## src/rtl/pipe_hazard_ctrl_pkg.sv

```systemverilog
// Shared definitions for the pipeline hazard controller: forwarding-select
// encodings and the data-memory wait FSM state type.
package pipe_hazard_ctrl_pkg;

   localparam logic [1:0] FWD_RF  = 2'b00;
   localparam logic [1:0] FWD_WB  = 2'b01;
   localparam logic [1:0] FWD_MEM = 2'b10;

   typedef enum logic {
      ST_IDLE = 1'b0,
      ST_WAIT = 1'b1
   } mem_state_t;

endpackage

```

## src/rtl/pipe_hazard_ctrl_fwd_sel.sv

```systemverilog
// One EX-stage operand forwarding select; the younger MEM result beats WB.
module fwd_sel
   import pipe_hazard_ctrl_pkg::*;
#(
   parameter int RW = 5
) (
   input  logic [RW-1:0] rs,
   input  logic [RW-1:0] rd_M,
   input  logic [RW-1:0] rd_W,
   input  logic          regwrite_M,
   input  logic          regwrite_W,
   output logic [1:0]    sel
);

   always_comb begin
      sel = FWD_RF;
      if (regwrite_M && (rd_M != '0) && (rd_M == rs))
         sel = FWD_MEM;
      else if (regwrite_W && (rd_W != '0) && (rd_W == rs))
         sel = FWD_WB;
   end

endmodule

```

## src/rtl/pipe_hazard_ctrl.sv

```systemverilog
// Pipeline hazard controller: forwarding, load-use stall, branch flush and
// data-memory wait/timeout. Optional perf counters via HAZARD_PERF_CNT_EN.
module pipe_hazard_ctrl
   import pipe_hazard_ctrl_pkg::*;
#(
   parameter int NREG    = 32,
   parameter int MEM_TMO = 16,
   localparam int RW     = $clog2(NREG)
) (
   input  logic          clk,
   input  logic          reset,
   input  logic [RW-1:0] rs1_D,
   input  logic [RW-1:0] rs2_D,
   input  logic          use_rs1_D,
   input  logic          use_rs2_D,
   input  logic [RW-1:0] rd_E,
   input  logic [RW-1:0] rd_M,
   input  logic [RW-1:0] rd_W,
   input  logic [RW-1:0] rs1_E,
   input  logic [RW-1:0] rs2_E,
   input  logic          regwrite_E,
   input  logic          regwrite_M,
   input  logic          regwrite_W,
   input  logic          memread_E,
   input  logic          take_branch_M,
   input  logic          dmem_req,
   input  logic          dmem_ready,
   output logic          stall_F,
   output logic          stall_D,
   output logic          flush_D,
   output logic          flush_E,
   output logic          flush_M,
   output logic          freeze,
   output logic [1:0]    forward_A,
   output logic [1:0]    forward_B,
   output logic          mem_abort,
   output logic          mem_err
`ifdef HAZARD_PERF_CNT_EN
   ,
   output logic [31:0]   stall_cnt,
   output logic [31:0]   flush_cnt,
   output logic [31:0]   wait_cnt
`endif
);

   localparam logic [7:0] TMO_LAST = 8'(MEM_TMO - 1);

   mem_state_t state;
   logic [7:0] wait_ctr;
   logic       load_use;
   logic       ready_eff;
   logic       abort_cycle;

   // regwrite_E belongs to the stage-control bundle but no hazard here needs it
   logic unused_regwrite_E;
   assign unused_regwrite_E = regwrite_E;

   fwd_sel #(.RW(RW)) u_fwd_a (
      .rs(rs1_E), .rd_M(rd_M), .rd_W(rd_W),
      .regwrite_M(regwrite_M), .regwrite_W(regwrite_W), .sel(forward_A)
   );

   fwd_sel #(.RW(RW)) u_fwd_b (
      .rs(rs2_E), .rd_M(rd_M), .rd_W(rd_W),
      .regwrite_M(regwrite_M), .regwrite_W(regwrite_W), .sel(forward_B)
   );

   assign load_use = memread_E && (rd_E != '0) &&
                     ((use_rs1_D && (rd_E == rs1_D)) || (use_rs2_D && (rd_E == rs2_D)));

   // A ready strobe only counts while a request is actually outstanding
   assign ready_eff   = dmem_req && dmem_ready;
   assign abort_cycle = (state == ST_WAIT) && !ready_eff && (wait_ctr == TMO_LAST);
   assign freeze      = dmem_req && !dmem_ready && !abort_cycle;
   assign mem_abort   = abort_cycle;

   // A freeze holds every register, so it masks all stalls and bubbles
   assign stall_F = !freeze && load_use && !take_branch_M;
   assign stall_D = stall_F;
   assign flush_D = !freeze && take_branch_M;
   assign flush_E = !freeze && (take_branch_M || load_use);
   assign flush_M = !freeze && take_branch_M;

   always_ff @(posedge clk or negedge reset) begin
      if (!reset) begin
         state    <= ST_IDLE;
         wait_ctr <= '0;
         mem_err  <= 1'b0;
      end else begin
         case (state)
            ST_IDLE: begin
               if (dmem_req && !dmem_ready) begin
                  state    <= ST_WAIT;
                  wait_ctr <= '0;
               end
            end
            ST_WAIT: begin
               if (ready_eff || abort_cycle)
                  state <= ST_IDLE;
               else
                  wait_ctr <= wait_ctr + 8'd1;
               if (abort_cycle)
                  mem_err <= 1'b1;
            end
            default: state <= ST_IDLE;
         endcase
      end
   end

`ifdef HAZARD_PERF_CNT_EN
   always_ff @(posedge clk or negedge reset) begin
      if (!reset) begin
         stall_cnt <= '0;
         flush_cnt <= '0;
         wait_cnt  <= '0;
      end else begin
         if (stall_F)                   stall_cnt <= stall_cnt + 32'd1;
         if (!freeze && take_branch_M)  flush_cnt <= flush_cnt + 32'd1;
         if (freeze)                    wait_cnt  <= wait_cnt + 32'd1;
      end
   end
`endif

endmodule
```

## config.mk

```make
export PLATFORM = sky130hd
export DESIGN_NAME = pipe_hazard_ctrl
export DESIGN_NICKNAME = d
export VERILOG_FILES = /design/src/rtl/pipe_hazard_ctrl_pkg.sv /design/src/rtl/pipe_hazard_ctrl_fwd_sel.sv /design/src/rtl/pipe_hazard_ctrl.sv
export SDC_FILE = /design/constraint.sdc
export NUM_CORES = 1
export LEC_CHECK = 0
export ABC_AREA = 1
export CAP_MARGIN = 20
export CORE_UTILIZATION = 42
export CTS_CLUSTER_SIZE = 12
export DETAILED_ROUTE_END_ITERATION = 10
export PLACE_DENSITY_LB_ADDON = 0.25
export SLEW_MARGIN = 40
export SYNTH_ARGS = -nofsm -noshare
export SYNTH_HDL_FRONTEND = slang
export SYNTH_HIERARCHICAL = 1
export SYNTH_SLANG_ARGS = --single-unit
```

## constraint.sdc

```tcl
create_clock -name clk -period 2.2 [get_ports clk]
set_clock_uncertainty 0.2 [all_clocks]
set_input_delay 0.22 -clock clk [delete_from_list [all_inputs] [get_ports clk]]
set_output_delay 0.22 -clock clk [all_outputs]
set_load 0.005 [all_outputs]
```

==> impl_results.rst <==
.. list-table::
   :header-rows: 1

   * - Metric
     - Value
   * - Clock insertion delay at the later pin of the skew report
     - 270 ps
   * - Final Critical Period
     - between 2000 and 2500 ps
   * - Signal arrival time at the worst endpoint
     - 1690 ps
   * - Synthesized-area fraction occupied by xor and xnor cells
     - under 10%
   * - Combinational Power Share
     - 50.6%
   * - Site row count
     - 19
   * - Startpoint of the most critical register-to-register path
     - wait_ctr[0]
   * - Leak Pwr
     - 1.28 nW
   * - Kind of path behind the tightest hold check
     - in -> async
   * - Adder-cell share of the synthesized area
     - 0.955%
   * - Sw Share
     - 36.3%
   * - Setup TNS
     - 0 ps
   * - Clock Tree Buf Depth
     - 2
   * - Mean Syn Cell Area
     - between 5 and 6 um^2
   * - Global routing usage summed across all routing layers
     - 22.3%
   * - Util after Layout
     - around 73%
   * - Number of cells traversed by the worst register-to-register path
     - 10
   * - H-tree depth
     - 1
   * - DRC errors left
     - 7
   * - Max-cap viol count
     - 0
   * - Path type of the worst setup path
     - reg -> out
   * - Multiplexer share of the synthesized area
     - 0%
   * - Wire length of the first global-routing pass
     - a little under 6000 um
   * - Cell count after placement
     - 333
   * - Internal power
     - 458 uW
   * - Die boundary height
     - 57.9 um
   * - Die width
     - 57.9 um
   * - Met3 Use GR
     - 2.01%
   * - Maximum fanout along the worst path
     - 3
   * - Worst setup slack for register-to-register paths
     - 470 ps
   * - Sequential area share after synthesis
     - 19.1%
   * - Count of buffers inserted at the top-level ports
     - 56
   * - Portion of the clock cycle consumed by the worst path in the final layout
     - a little over nine tenths
   * - Final nets
     - 364
   * - GRT Max-Usage Layer
     - met2
   * - Total placed instance area
     - roughly 0.0019 mm^2
   * - Antenna Violating Nets Remaining
     - 0
   * - Hold_ws
     - around 59 ps
   * - M2 GR Usage
     - 37.6%
   * - Critical Path Start Type
     - flop
   * - Violations in the final reports
     - design-rule violations
   * - Gate count after technology mapping
     - 242
   * - Sw power
     - approximately 260 uW
   * - Sequential share of power
     - between 30 and 40%
   * - Largest voltage drop on the vdd net
     - 0.439 mV
   * - CTS sink cnt
     - 10
   * - Vias/cell
     - 4.75
   * - CTS Root Cell
     - clkbuf_4
   * - Final Hold Violating Endpoints
     - 0
   * - Full die area
     - 0.00335 mm^2
   * - Iter 0 DRT Violations
     - 96
   * - Share of post-route cells with drive strength above 1
     - 15.2%
   * - Non-Filler Cell Area, Final
     - 0.00207 mm^2
   * - Setup-failing EPs final
     - 0
   * - Synthesized-area fraction occupied by and/or/nand/nor cells
     - ~54%
   * - Gpl congestion
     - 0.850
   * - Total wire length after detailed routing
     - 3700 um
   * - Data required time at the worst endpoint
     - 1780 ps
   * - Pwr Density
     - 347 mW/mm^2
   * - TritonCTS Buffers
     - 3
   * - Pin count of the biggest net entering global routing
     - 11
   * - Ports placed on the boundary
     - 58
   * - Pins Over Slew Limit
     - 0
   * - Final Instance Count excl. Fillers
     - 346
   * - Drt first pass iters
     - 7
   * - Final routed wire length divided by cell count
     - between 10 and 15 um
   * - Area delta synth->final
     - 58.2%
   * - Antenna violations before repair
     - 0
   * - Number of global-route vias before repair
     - 1,486
   * - Relative slew slack
     - 70.1%
   * - Area share of the largest cell type after synthesis
     - 26.6%
   * - CTS tree
     - done
   * - Post-Synthesis Net Count
     - around 290
   * - Register bit total from synthesis
     - 10
   * - Area of the placeable core
     - 0.00285 mm^2
   * - Clock transition at the registers of the reported paths
     - 60 ps
   * - GR Layer Usage met1
     - ~29%
   * - Critical R2R Capture
     - wait_ctr[6]
   * - Cell taking the most area after synthesis
     - nand2_1
   * - Fraction of the mapped netlist area in compound gates
     - 8.40%
   * - Antenna diode instance count
     - 0
   * - Slew @ Worst Pin
     - 447 ps
   * - Largest family of logic cells by synthesized area
     - simple AND/OR/NAND/NOR gates
   * - Overall via count from detail_route
     - about 1,600
   * - Top cells by area, synth
     - nand2_1 (27%), dfrtp_1 (19%), inv_1 (12%)
   * - Placed wire-length estimate
     - 2740 um
   * - Total congestion overflow
     - 0
   * - Synth unique cells
     - 25
   * - Max Freq
     - 473 MHz
   * - Starting utilization of the core area
     - about 46%
   * - Clock group share of total power
     - 17.1%
   * - Kind of end point of the critical path
     - output port
   * - Result of the run
     - finished with violations
   * - Mapped cell area
     - 0.00131 mm^2
   * - Synth warn
     - 6
==> worst max path at each step <==
| stage | start | to | depth (start not counted) |
|---|---|---|---|
| after floorplan | wait_ctr[0] | stall_F | 8 |
| after global placement | rd_E[4] | stall_F | 10 |
| after detailed placement | rd_E[4] | stall_F | 10 |
| after CTS | rd_W[0] | forward_B[0] | 8 |
| after global routing | wait_ctr[0] | stall_F | 9 |
| final | wait_ctr[0] | stall_F | 9 |
==> metal layers <==
layer	part of all wire, %	wire length, um
met5	0	0
met1	44	1620
met2	48	1760
met3	7.2	265
met4	1.4	51
==> state kept, by name (all words and copies together), names as in the netlist <==
| register | cells |
|---|---|
| mem_err | 1 |
| state | 1 |
| wait_ctr | 8 |
==> stage by stage <==
step / power [mW] / worst slack [ps]
finish: 0.720 / 86.4
global route: 0.777 / -26.2
CTS: 0.689 / 11.5
detailed placement: 0.536 / -78.3
global placement: 0.533 / -63.1
floorplan: 0.387 / 504
==> power groups by stage <==
stage	registers, mW	logic [mW]	clock network (mW)
floorplan	0.225	0.162	0
global placement	0.229	0.304	0
detailed placement	0.229	0.307	0
CTS	0.224	0.338	0.128
global route	0.235	0.409	0.133
finish	0.233	0.364	0.123
==> cell type report <==
type / count / area [um^2]
tap: 31 / 38.8
timing repair buffer: 72 / 683
sequential: 10 / 250
multi-input combinational: 183 / 901
clock buffer: 3 / 22.5
fill: 261 / 781
inverter: 47 / 176
==> cell families (layout without fill, tap and decap cells) <==
family / after synthesis / count (layout)
simple gates: 161 / 161
buf+inv: 49 / 122
compound gates: 16 / 16
flops: 10 / 10
xor+xnor: 5 / 5
fa+ha+maj: 1 / 1
==> synth_stat cells <==
cell type,number
a21boi_0,2
a21oi_1,2
a21oi_2,1
a21oi_4,1
buf_4,2
dfrtp_1,10
ha_1,1
inv_1,41
inv_2,6
nand2_1,93
nand2_2,4
nand2_4,1
nand2_8,1
nand3_1,21
nand3_2,1
nand4_1,1
nor2_1,30
nor2_2,6
nor2_4,1
nor3b_1,1
o21ai_0,7
o21ai_2,2
o21bai_1,1
or2_2,1
xor2_1,5
==> cell usage in the layout, fill, tap and decap left out, types with 4 or more instances in the layout <==
cell / netlist / layout
nand2_1: 93 / 92
inv_1: 41 / 41
clkdlybuf4s50_1: 0 / 40
nor2_1: 30 / 30
nand3_1: 21 / 21
buf_4: 2 / 16
dfrtp_1: 10 / 10
dlymetal6s2s_1: 0 / 8
inv_2: 6 / 6
dlygate4sd2_1: 0 / 6
o21ai_0: 7 / 5
nor2_2: 6 / 5
xor2_1: 5 / 5
nand2_2: 4 / 4
==> worst max-delay path, stage by stage (launching register included) <==
cell      delay (ps)
dfrtp_1          400
ha_4             170
nand3_4           90
nor2_4           160
nand2_4           70
a21oi_2          110
nand2_1           70
buf_4            130
nor2_2           100
clkbuf_2         120
==> timing repair <==
item | 4_1_cts | 5_1_grt
hold buffers | 0 | 0
gates resized for setup | 12 | 18
pin swaps | 3 | 4
endpoints found under the setup margin | 9 | 7
buffers inserted | 7 | 3
cloned | 0 | 0
Note: power is estimated with default switching activity, not from simulation.
